==> src/rtl/uart_pkg.sv <==
// uart_pkg: receiver FSM states, parity-mode constants and the bit-vote helper,
// shared by the UART receiver and transmitter.
package uart_pkg;

  localparam int PAR_NONE = 0;
  localparam int PAR_EVEN = 1;
  localparam int PAR_ODD  = 2;

  typedef enum logic [2:0] {
    IDLE,
    START,
    DATA,
    PAR,
    STOP,
    WAIT_HIGH
  } rx_state_t;

  function automatic logic majority3(input logic a, input logic b, input logic c);
    return (a & b) | (a & c) | (b & c);
  endfunction

endpackage

==> src/rtl/uart_rx_sync.sv <==
// uart_rx_sync: SYNC_STAGES-deep synchroniser for the asynchronous serial line.
// It resets to 1, the idle level, so that reset never produces a false start bit.
module uart_rx_sync #(
  parameter int SYNC_STAGES = 2
) (
  input  logic clk,
  input  logic rst_n,
  input  logic rx,
  output logic rx_s
);

  logic [SYNC_STAGES-1:0] stages;

  always_ff @(posedge clk) begin
    if (!rst_n) stages <= '1;
    else        stages <= {stages[SYNC_STAGES-2:0], rx};
  end

  assign rx_s = stages[SYNC_STAGES-1];

endmodule

==> src/rtl/uart_rx_cfg.sv <==
// uart_rx_cfg: parametrised UART receiver with parity, framing and break reporting.
// Defining UART_RX_MAJORITY_EN votes each bit over three samples centred one clock later.
module uart_rx_cfg
  import uart_pkg::*;
#(
  parameter int CLKS_PER_BIT = 434,
  parameter int DATA_BITS    = 8,
  parameter int PARITY       = PAR_NONE,
  parameter int STOP_BITS    = 1,
  parameter int SYNC_STAGES  = 2
) (
  input  logic                 i_Clock,
  input  logic                 i_Rst_n,
  input  logic                 i_RX,
  input  logic                 i_enable,
  output logic                 o_RX_DV,
  output logic [DATA_BITS-1:0] o_RX_Data,
  output logic                 o_parity_err,
  output logic                 o_frame_err,
  output logic                 o_break,
  output logic                 o_busy
);

  localparam int CW = $clog2(CLKS_PER_BIT);
  localparam int IW = $clog2(DATA_BITS);
`ifdef UART_RX_MAJORITY_EN
  localparam int SHIFT = 1;
`else
  localparam int SHIFT = 0;
`endif
  localparam logic [CW-1:0] MID_CNT  = CW'((CLKS_PER_BIT - 1) / 2 + SHIFT);
  localparam logic [CW-1:0] LAST_CNT = CW'(CLKS_PER_BIT - 1);

  logic rx_s, bit_val;

  uart_rx_sync #(.SYNC_STAGES(SYNC_STAGES)) u_sync (
    .clk   (i_Clock),
    .rst_n (i_Rst_n),
    .rx    (i_RX),
    .rx_s  (rx_s)
  );

`ifdef UART_RX_MAJORITY_EN
  logic [1:0] hist;
  always_ff @(posedge i_Clock) begin
    if (!i_Rst_n) hist <= '1;
    else          hist <= {hist[0], rx_s};
  end
  assign bit_val = majority3(hist[1], hist[0], rx_s);
`else
  assign bit_val = rx_s;
`endif

  rx_state_t            state, state_n;
  logic [CW-1:0]        cnt, cnt_n;
  logic [IW-1:0]        idx, idx_n;
  logic [DATA_BITS-1:0] shreg, shreg_n, data_n;
  logic                 par_err, par_err_n, ferr, ferr_n, zero, zero_n;
  logic                 dv_n, perr_out_n, ferr_out_n, brk_n;

  always_comb begin
    state_n    = state;
    cnt_n      = cnt + CW'(1);
    idx_n      = idx;
    shreg_n    = shreg;
    par_err_n  = par_err;
    ferr_n     = ferr;
    zero_n     = zero;
    dv_n       = 1'b0;
    data_n     = o_RX_Data;
    perr_out_n = o_parity_err;
    ferr_out_n = o_frame_err;
    brk_n      = o_break;
    case (state)
      IDLE: begin
        cnt_n = '0;
        if (i_enable && !rx_s) state_n = START;
      end
      START: if (cnt == MID_CNT) begin
        cnt_n = '0;
        if (!bit_val) begin
          state_n   = DATA;
          idx_n     = '0;
          zero_n    = 1'b1;
          ferr_n    = 1'b0;
          par_err_n = 1'b0;
        end else begin
          state_n = IDLE;
        end
      end
      DATA: if (cnt == LAST_CNT) begin
        cnt_n        = '0;
        shreg_n[idx] = bit_val;
        if (bit_val) zero_n = 1'b0;
        if (idx == IW'(DATA_BITS - 1)) begin
          idx_n   = '0;
          state_n = (PARITY != PAR_NONE) ? PAR : STOP;
        end else begin
          idx_n = idx + IW'(1);
        end
      end
      PAR: if (cnt == LAST_CNT) begin
        cnt_n     = '0;
        par_err_n = (^shreg ^ bit_val) != (PARITY == PAR_ODD);
        if (bit_val) zero_n = 1'b0;
        state_n   = STOP;
      end
      STOP: if (cnt == LAST_CNT) begin
        cnt_n = '0;
        if (!bit_val) ferr_n = 1'b1;
        if (bit_val) zero_n = 1'b0;
        // The last stop sample is folded in directly so the flags publish on this edge.
        if (idx == IW'(STOP_BITS - 1)) begin
          idx_n      = '0;
          dv_n       = 1'b1;
          data_n     = shreg;
          perr_out_n = par_err;
          ferr_out_n = ferr | ~bit_val;
          brk_n      = zero & ~bit_val;
          state_n    = (ferr | ~bit_val) ? WAIT_HIGH : IDLE;
        end else begin
          idx_n = idx + IW'(1);
        end
      end
      WAIT_HIGH: begin
        cnt_n = '0;
        if (rx_s) state_n = IDLE;
      end
      default: begin
        cnt_n   = '0;
        state_n = IDLE;
      end
    endcase
  end

  always_ff @(posedge i_Clock) begin
    if (!i_Rst_n) begin
      state        <= IDLE;
      cnt          <= '0;
      idx          <= '0;
      shreg        <= '0;
      par_err      <= 1'b0;
      ferr         <= 1'b0;
      zero         <= 1'b0;
      o_RX_DV      <= 1'b0;
      o_RX_Data    <= '0;
      o_parity_err <= 1'b0;
      o_frame_err  <= 1'b0;
      o_break      <= 1'b0;
    end else begin
      state        <= state_n;
      cnt          <= cnt_n;
      idx          <= idx_n;
      shreg        <= shreg_n;
      par_err      <= par_err_n;
      ferr         <= ferr_n;
      zero         <= zero_n;
      o_RX_DV      <= dv_n;
      o_RX_Data    <= data_n;
      o_parity_err <= perr_out_n;
      o_frame_err  <= ferr_out_n;
      o_break      <= brk_n;
    end
  end

  assign o_busy = (state != IDLE);

endmodule

==> config.mk <==
export PLATFORM = sky130hd
export DESIGN_NAME = uart_rx_cfg
export DESIGN_NICKNAME = d
export VERILOG_FILES = /design/src/rtl/uart_pkg.sv /design/src/rtl/uart_rx_sync.sv /design/src/rtl/uart_rx_cfg.sv
export SDC_FILE = /design/constraint.sdc
export NUM_CORES = 1
export LEC_CHECK = 0
export ABC_CLOCK_PERIOD_IN_PS = 2400
export CAP_MARGIN = 20
export CORE_MARGIN = 1.5
export CORE_UTILIZATION = 56
export CTS_CLUSTER_SIZE = 12
export DETAILED_ROUTE_END_ITERATION = 6
export GPL_ROUTABILITY_DRIVEN = 0
export PLACE_DENSITY = 0.82
export SLEW_MARGIN = 10
export SYNTH_ARGS = -nofsm -noshare
export SYNTH_HDL_FRONTEND = slang
export SYNTH_HIERARCHICAL = 1
export SYNTH_SLANG_ARGS = --single-unit
==> constraint.sdc <==
create_clock -name i_Clock -period 2.4 [get_ports i_Clock]
set_input_delay 0.36 -clock i_Clock [delete_from_list [all_inputs] [get_ports i_Clock]]
set_output_delay 0.36 -clock i_Clock [all_outputs]
set_load 0.01 [all_outputs]
# After elaboration in Yosys (flattened, before gate mapping)
# Cells that the tools add are included.
[totals]
ramBits = 0
reg_bits = 40
mem_count = 0
word_cells = 97
latch_bits = 0
rom_bits = 0
[op_classes]
n_eq_ne = 20
n_shift = 0
magnitude_cmp = 2
bitwise = 4
n_reduce_logical = 20
n_mul = 0
mux = 36
div_mod_pow = 0
add_sub_neg = 2
[op_table]
columns = ["operator", "n"]
rows = [
  ["$mux W3", 15],
  ["$mux W9", 2],
  ["$ne A2 B2 Y1 const B", 9],
  ["$pmux W3 S6", 1],
  ["$pmux W9 S2", 1],
  ["$reduce_and A5 Y1", 3],
  ["$mux W1", 10],
  ["$add A9 B1 Y9 const B", 1],
  ["$eq A3 B3 Y1 const B", 3],
  ["$eq A9 B8 Y1 const B", 1],
  ["$eq A9 B9 Y1 const B", 1],
  ["$pmux W3 S3", 1],
  ["$bwmux W8", 1],
  ["$reduce_and A8 Y1", 1],
  ["$reduce_xor A8 Y1", 1],
  ["$eq A3 B2 Y1 const B", 2],
  ["$logic_not A3 Y1", 2],
  ["$ne A2 B1 Y1 const B", 3],
  ["$pmux W1 S2", 3],
  ["$reduce_and A3 Y1", 2],
  ["$reduce_bool A2 Y1", 3],
  ["$reduce_bool A3 Y1", 2],
  ["$lt A3 B4 Y1 const B", 1],
  ["$reduce_and A4 Y1", 1],
  ["13 further kinds", 14],
]

# Logic depth before layout (Yosys ltp)
# Gate-level depths: netlist of the first run.
[depth]
word_depth = 6
ltp_mapped = 9
depth_no_buf = 7

# Cells and area by module
# The synthesis of the first run kept the hierarchy.
[modules_own_cells]
columns = ["module", "cells_per_inst", "area_each_um2", "n_inst"]
rows = [
  ["uart_rx_cfg", 212, 1870.5, 1],
  ["uart_rx_sync", 4, 52.6, 1],
]

# Worst setup path after synthesis of the first run
# No wires, ideal clock.
[synth_timing]
kind = "flip-flop to flip-flop"
from = "register cnt[1]"
to = "register o_break"
path_stages_with_launch = 9
arrival_time_ps = 1984
setup_time_ps = 71
synth_period_minus_slack_ps = 2054
path_slack_ps = 346
path_buffers = 1
cell_sequence = "dfxtp_1 > inv_1 > ha_1 > nand4bb_4 > nor3_4 > or4b_1 > buf_2 > or3b_1 > a21oi_1"
[synth_between]
elab_chain_len = 2
[synth_rtl]
columns = ["item", "line", "rtl"]
rows = [
  ["from (decl)", "uart_rx_cfg.sv:55", "logic [CW-1:0] cnt, cnt_n;"],
  ["from (signal assigned)", "uart_rx_cfg.sv:152", "cnt <= cnt_n;"],
  ["$eq A9 B9 Y1", "uart_rx_cfg.sv:108", "STOP: if (cnt == LAST_CNT) begin"],
  ["$reduce_and A3 Y1 (no line)", "-", ""],
  ["to (signal assigned)", "uart_rx_cfg.sv:162", "o_break <= brk_n;"],
  ["to (decl)", "uart_rx_cfg.sv:20", "output logic o_break,"],
]
# Every way passes these cells.
# A chain may end at the register's enable or synchronous reset.

# Worst setup path after layout of the first run
[layout_timing]
from = "register cnt[0]"
to = "register o_frame_err"
[layout_between]
elab_chain_len = 2
[layout_rtl]
columns = ["item", "line", "rtl"]
rows = [
  ["$eq A9 B9 Y1", "uart_rx_cfg.sv:108", ""],
  ["$reduce_and A3 Y1 (no line)", "-", ""],
  ["to (signal assigned)", "uart_rx_cfg.sv:161", "o_frame_err <= ferr_out_n;"],
  ["to (decl)", "uart_rx_cfg.sv:19", "output logic o_frame_err,"],
]
# Every way passes these cells.

==> results.yml, run 1 <==
yosys:
  ys.flop_type: "dfxtp_1"
  synth.distinct_cells: 43
  syn_area_sq_um: 1923
  synthArstFlopShare_pct: 0
  syn_avg_cell_area_sq_um: 8.903
  muxShareOfSynthArea_pct: 8.328
  synth-simple-area-share_pct: 25.70
  synth_edf_count: 0
  ys_seq_area_share_pct: 41.64
  ys_warn_count: 6
  synthXorXnorAreaFrac_pct: 6.831
  syn_inst: 216
  syn_nets: 226
  synth-seq-cells: 40
  synth_compound_area_share_pct: 9.954
  synth_adder_area_share_pct: 3.904
  synth_top_family_by_area: "simple AND/OR/NAND/NOR gates"
placement:
  dp_cells: 274
  placed_area_sq_um: 2150
  io_buffers: 16
  place_ws_ns: 0.2724
  dp_hpwl_microns: 2596
sta:
  period_share_pct: 89.53
  hold_slack_ns: 0.4313
  final_hold_viol_count: 0
  max_freq_ghz: 0.4654
  finalCriticalPeriod_ns: 2.149
  setup_viol: 0
  relSlewSlack_pct: 56.44
  finalClockSkew_ns: 0.01302
  rsz0062_at_grt: "false"
  finalSetupTns_ns: 0
  drv_slew: 0
  tightestPinTransition_ns: 0.6370
  setup_slack_ns: 0.2513
die:
  die_w_microns: 61.60
  rows: 21
  initial_core_util_pct: 58.09
  core_area_sq_um: 3311
  io-pin-count: 17
  fp.dieH_microns: 61.60
  die_area_sq_um: 3795
final_layout:
  final_core_util_pct: 67.80
  fillCellCount: 280
  multi_input_area_sq_um: 1052
  register_area_sq_um: 800.8
  drive_gt1_share_pct: 8.051
  fin_cells: 282
  stdcell_area_sq_um: 2245
  nets: 245
  layout_common_cells: "dfxtp_1, nor2_1, mux2i_1, clkdlybuf4s50_1, nand3_1"
  final_common_cell: "dfxtp_1"
  antenna_cells: 0
  area_growth_pct: 16.72
worst_hold_path:
  min_path_cells: 1
  min_from: "u_sync/stages[0]$_SDFF_PN1_"
  hp-class: "reg -> reg"
  min_to: "u_sync/stages[1]$_SDFF_PN1_"
outcome:
  outcome: "complete, no violations"
clock_tree:
  hold_buffers: 0
  clock_latency_ns: 0.36
  clkTransAtPathRegs_ns: 0.12
  cts_root_buf: "clkbuf_4"
  postCtsSetupBuffers: 0
  cts-htree-levels: 2
  clock_sinks: 40
  ctsResizeCount: 0
  cts_tree: "built"
  cts_made_buffers: 5
  clockBufferDepth: 2
routing:
  routedWlPerCell_microns: 12.92
  antenna_left: 0
  wirelength_microns: 3644
  dr.first_iter.drc_count: 76
  route.detailed.drc: 0
  vias: 1517
  viasPerCell: 5.379
  firstDrtPassIters: 4
power_and_ir_drop:
  switching_share_pct: 26.29
  power_mw: 1.433
  pwr-share-comb_pct: 15.3
  power_frac_seq_pct: 49.9
  p_sw_uw: 376.7
  vdd_ir_drop_max_v: 0.0004392
  cell_internal_pwr_mw: 1.056
  clkPwrFrac_pct: 34.7
  powerDensity_nw_per_um2: 638.3
  leakagePower_nw: 0.8858
setup_path:
  worstSetupPathType: "reg -> reg"
  cp-start-kind: "flop"
  reg2reg_to: "o_frame_err$_SDFFE_PN0P_"
  reg2regPathDepth: 7
  r2r-start: "cnt[0]$_SDFF_PN0_"
  slowest_stage: "or4b_1"
  critPathTopFamily: "simple AND/OR/NAND/NOR gates"
  crit_required_ns: 2.69
  cp_max_fo: 13
  worstSetupEndpointType: "flop"
  crit_buf_inv: 1
  regToRegSetupSlack_ns: 0.25
  path_cells: "ha_1 > nand4bb_4 > nor3_4 > or4b_1 > buf_4 > or2_0 > a21oi_1"
  cp.arrival_ns: 2.44
  crit_path_max_incr_delay_ns: 0.48
global_routing:
  globalRouteTotalUtil_pct: 22.00
  met1_usage_pct: 29.97
  grt_overflow: 0
  met2_usage_pct: 32.18
  grt_max_degree: 17
  grt_pass1_wl_microns: 6030
  antenna_found_initial: 0
  busiest_layer: "met2"
  grt_pass1_vias: 1314
  grtUsageMet3_pct: 5.042
job:
  cap_violations: 0
cell type report:
cell class              instances  share of cell area [%]
clock buffers                   7                   2.899
clock inverters                 1                   1.338
inverters                       7                   1.171
multi-input cells             158                   46.88
flip-flops and latches         40                   35.67
well taps                      46                   2.564
repair buffers                 23                   9.476
power by group through the flow:
| stage | Combinational (mW) | Sequential, mW | Clock [mW] |
|---|---|---|---|
| after floorplan | 0.167 | 0.711 | 0 |
| after global placement | 0.215 | 0.727 | 0 |
| after detailed placement | 0.218 | 0.730 | 0 |
| after CTS | 0.219 | 0.714 | 0.505 |
| after global routing | 0.239 | 0.719 | 0.529 |
| final | 0.219 | 0.715 | 0.498 |
worst register-to-register path: stages (launching register included):
cell	delay, ns
dfxtp_1	0.43
ha_1	0.23
nand4bb_4	0.16
nor3_4	0.23
or4b_1	0.48
buf_4	0.22
or2_0	0.23
a21oi_1	0.12
cells by family after synthesis:
group,after synthesis
compound gates,29
xor+xnor,15
fa+ha+maj,6
buf+inv,18
flops,40
mux,16
simple gates,92
flip-flops by register name (all words and copies together), names as in the netlist:
signal,flops
cnt,9
o_RX_Data,8
shreg,8
idx,3
state,3
u_sync/stages,2
ferr,1
o_RX_DV,1
o_break,1
o_frame_err,1
o_parity_err,1
par_err,1
zero,1
worst max-delay path by stage:
stage / from / end / slack (ns) / depth (start not counted)
after floorplan: cnt[1]$_SDFF_PN0_ / o_break$_SDFFE_PN0P_ / 0.35 / 8
after global placement: cnt[0]$_SDFF_PN0_ / o_frame_err$_SDFFE_PN0P_ / 0.35 / 7
after detailed placement: cnt[0]$_SDFF_PN0_ / o_frame_err$_SDFFE_PN0P_ / 0.27 / 7
after CTS: cnt[1]$_SDFF_PN0_ / o_frame_err$_SDFFE_PN0P_ / 0.26 / 8
after global routing: cnt[1]$_SDFF_PN0_ / o_frame_err$_SDFFE_PN0P_ / 0.07 / 8
final: cnt[0]$_SDFF_PN0_ / o_frame_err$_SDFFE_PN0P_ / 0.25 / 7
Yosys cell counts, types with 2 or more instances:
master,instances,area (sq um)
nand3_1,14,70.07
inv_1,7,26.28
clkbuf_1,9,33.78
buf_2,2,10.01
nor2b_1,4,25.02
a21oi_1,10,50.05
nor3b_1,2,15.01
nor2_1,33,123.9
mux2i_1,16,160.2
nand4_1,2,12.51
o22a_1,2,17.52
xor2_1,6,52.55
o21a_1,2,15.01
nand3b_1,3,22.52
o21ai_0,4,20.02
nand2b_1,4,25.02
nor3_1,5,25.02
nand2_1,12,45.04
ha_1,6,75.07
xnor2_1,9,78.83
nor4_1,2,12.51
a31oi_1,2,12.51
dfxtp_1,40,800.8
metal layers:
layer	wire [microns]	vias up	part of all wire, %
met4	53	0	1.5
met1	1884	692	52
li1	-	790	-
met3	129	4	3.5
met2	1578	31	43
met5	0	-	0
No activity file was read; power rests on OpenSTA's default activity.
==> inputs of run 2 (changes only) <==
--- a/config.mk
+++ b/config.mk
@@ -13,7 +13,7 @@
 export DETAILED_ROUTE_END_ITERATION = 6
 export GPL_ROUTABILITY_DRIVEN = 0
 export PLACE_DENSITY = 0.82
-export SLEW_MARGIN = 10
+export SLEW_MARGIN = 15
 export SYNTH_ARGS = -nofsm -noshare
 export SYNTH_HDL_FRONTEND = slang
 export SYNTH_HIERARCHICAL = 1
==> results of run 2 <==
Same layout as run 1: the final DEF is identical, and so are final timing and power.
==> inputs of run 3 (changes only) <==
--- a/config.mk
+++ b/config.mk
@@ -7,12 +7,14 @@
 export LEC_CHECK = 0
 export ABC_CLOCK_PERIOD_IN_PS = 2400
 export CAP_MARGIN = 20
+export CORE_ASPECT_RATIO = 0.7
 export CORE_MARGIN = 1.5
 export CORE_UTILIZATION = 56
 export CTS_CLUSTER_SIZE = 12
 export DETAILED_ROUTE_END_ITERATION = 6
 export GPL_ROUTABILITY_DRIVEN = 0
 export PLACE_DENSITY = 0.82
+export RECOVER_POWER = 25
 export SLEW_MARGIN = 15
 export SYNTH_ARGS = -nofsm -noshare
 export SYNTH_HDL_FRONTEND = slang
==> results.yml, run 3 (same netlist as run 1, synthesis figures left out) <==
setup_path:
  critPathCapture: "o_frame_err$_SDFFE_PN0P_"
  worstSetupEndpointType: "flop"
  reg2regPathDepth: 7
  worstSetupPathType: "reg -> reg"
  crit_required_ns: 2.63
  regToRegSetupSlack_ns: 0.21
  reg2reg_to: "o_frame_err$_SDFFE_PN0P_"
  cp-start-kind: "flop"
  r2r-start: "cnt[0]$_SDFF_PN0_"
  cp.arrival_ns: 2.43
  startpoint: "cnt[0]$_SDFF_PN0_"
  cp_max_fo: 9
job:
  cap_violations: 0
routing:
  vias: 1592
  firstDrtPassIters: 4
  routedWlPerCell_microns: 14.56
  wirelength_microns: 4151
  route.detailed.drc: 0
  dr.first_iter.drc_count: 115
  antenna_left: 0
  viasPerCell: 5.586
final_layout:
  drive_gt1_share_pct: 8.824
  layout_common_cells: "dfxtp_1, nor2_1, mux2i_1, nand3_1"
  fillCellCount: 260
  register_area_sq_um: 800.8
  largest_reg_flops: 9
  final_common_cell: "dfxtp_1"
  fin_cells: 285
  top_register: "cnt"
  largestRegisters: "cnt x9, o_RX_Data x8, shreg x8"
  nets: 247
  antenna_cells: 0
  area_growth_pct: 18.41
  multi_input_area_sq_um: 1052
placement:
  dp_cells: 277
  dp_hpwl_microns: 2923
  io_buffers: 16
sta:
  setup_viol: 0
  tightestPinTransition_ns: 0.6853
  relSlewSlack_pct: 53.13
  rsz0062_at_grt: "false"
  finalClockSkew_ns: 0.006855
  period_share_pct: 91.44
  finalSetupTns_ns: 0
  final_hold_viol_count: 0
  finalCriticalPeriod_ns: 2.195
  drv_slew: 0
  max_freq_ghz: 0.4557
outcome:
  outcome: "complete, no violations"
die:
  io-pin-count: 17
  rows: 17
  fp.dieH_microns: 52.03
  core_area_sq_um: 3212
  die_w_microns: 73.04
  initial_core_util_pct: 59.88
  die_area_sq_um: 3800
clock_tree:
  clkTransAtPathRegs_ns: 0.07
  clockBufferDepth: 2
  cts_tree: "built"
  cts-htree-levels: 2
  cts_root_buf: "clkbuf_8"
  ctsResizeCount: 0
  cts_made_buffers: 5
  hold_buffers: 0
  clock_sinks: 40
  clock_latency_ns: 0.30
  postCtsSetupBuffers: 0
power_and_ir_drop:
  power_frac_seq_pct: 48.1
  p_sw_uw: 404.2
  clkPwrFrac_pct: 36.8
  powerDensity_nw_per_um2: 654.2
  switching_share_pct: 27.13
  pwr-share-comb_pct: 15.1
  vdd_ir_drop_max_v: 0.0006031
  leakagePower_nw: 0.9378
  cell_internal_pwr_mw: 1.086
worst_hold_path:
  min_path_cells: 1
  hp-class: "reg -> reg"
global_routing:
  grt_pass1_vias: 1391
  globalRouteTotalUtil_pct: 24.13
  grt_pass1_wl_microns: 6734
  grt_overflow: 0
  grt_max_degree: 20
  antenna_found_initial: 0
[run 3: changes by cell type in the layout (fill, tap and decap cells not counted)]
| cell | delta |
|---|---|
| clkdlybuf4s50_1 | -12 |
| clkbuf_8 | +3 |
| clkinv_2 | +1 |
| clkbuf_4 | -5 |
| clkinvlp_4 | +1 |
| dlygate4sd3_1 | +12 |
| buf_4 | +2 |
[run 3: critical path: stages (launching register included)]
cell and delay, ns:
dfxtp_1 0.41, ha_1 0.22, nand4bb_4 0.17, nor3_4 0.23
or4b_1 0.53, buf_4 0.22, or2_0 0.22, a21oi_1 0.12
[run 3: layout make-up]
class	instances	area share (%)
multi-input combinational	158	46.21
sequential	40	35.16
timing repair buffer	25	10.00
clock buffer	5	3.022
tap	47	2.582
clock inverter	3	1.868
inverter	7	1.154
[run 3: per-layer routing]
metal / GRT usage, % / share of wire (%) / wire (microns)
met2: 34.39 / 42 / 1737
met1: 34.34 / 50 / 2092
met4: 10.69 / 1.7 / 70
met5: 0 / 0 / 0
met3: 5.814 / 6.0 / 251
[run 3: power groups by stage]
stage / clock [mW] / combinational, mW / sequential [mW]
6_report: 0.548 / 0.225 / 0.716
3_3_place_gp: 0 / 0.213 / 0.728
2_1_floorplan: 0 / 0.167 / 0.711
3_5_place_dp: 0 / 0.218 / 0.731
5_1_grt: 0.576 / 0.244 / 0.720
4_1_cts: 0.554 / 0.223 / 0.716
[run 3: through the flow]
stage	setup slack (ns)	hold WS [ns]	instance area, sq um	power, mW	utilization [%]
global placement	0.3245	0.3898	2166	0.9417	67.43
finish	0.2055	0.4111	2277	1.490	70.90
global route	0.09680	0.4623	2277	1.540	70.90
detailed placement	0.2440	0.3973	2166	0.9490	67.43
floorplan	0.3457	0.3863	1923	0.8788	-
CTS	0.1983	0.4147	2277	1.493	70.90
[run 3: worst min path at each step]
| stage | start | to | slack (ns) |
|---|---|---|---|
| finish | u_sync/stages[0]$_SDFF_PN1_ | u_sync/stages[1]$_SDFF_PN1_ | 0.41 |
| global route | u_sync/stages[0]$_SDFF_PN1_ | u_sync/stages[1]$_SDFF_PN1_ | 0.46 |
| CTS | u_sync/stages[0]$_SDFF_PN1_ | u_sync/stages[1]$_SDFF_PN1_ | 0.41 |
| detailed placement | u_sync/stages[0]$_SDFF_PN1_ | u_sync/stages[1]$_SDFF_PN1_ | 0.40 |
| global placement | u_sync/stages[0]$_SDFF_PN1_ | u_sync/stages[1]$_SDFF_PN1_ | 0.39 |
| floorplan | u_sync/stages[0]$_SDFF_PN1_ | u_sync/stages[1]$_SDFF_PN1_ | 0.39 |
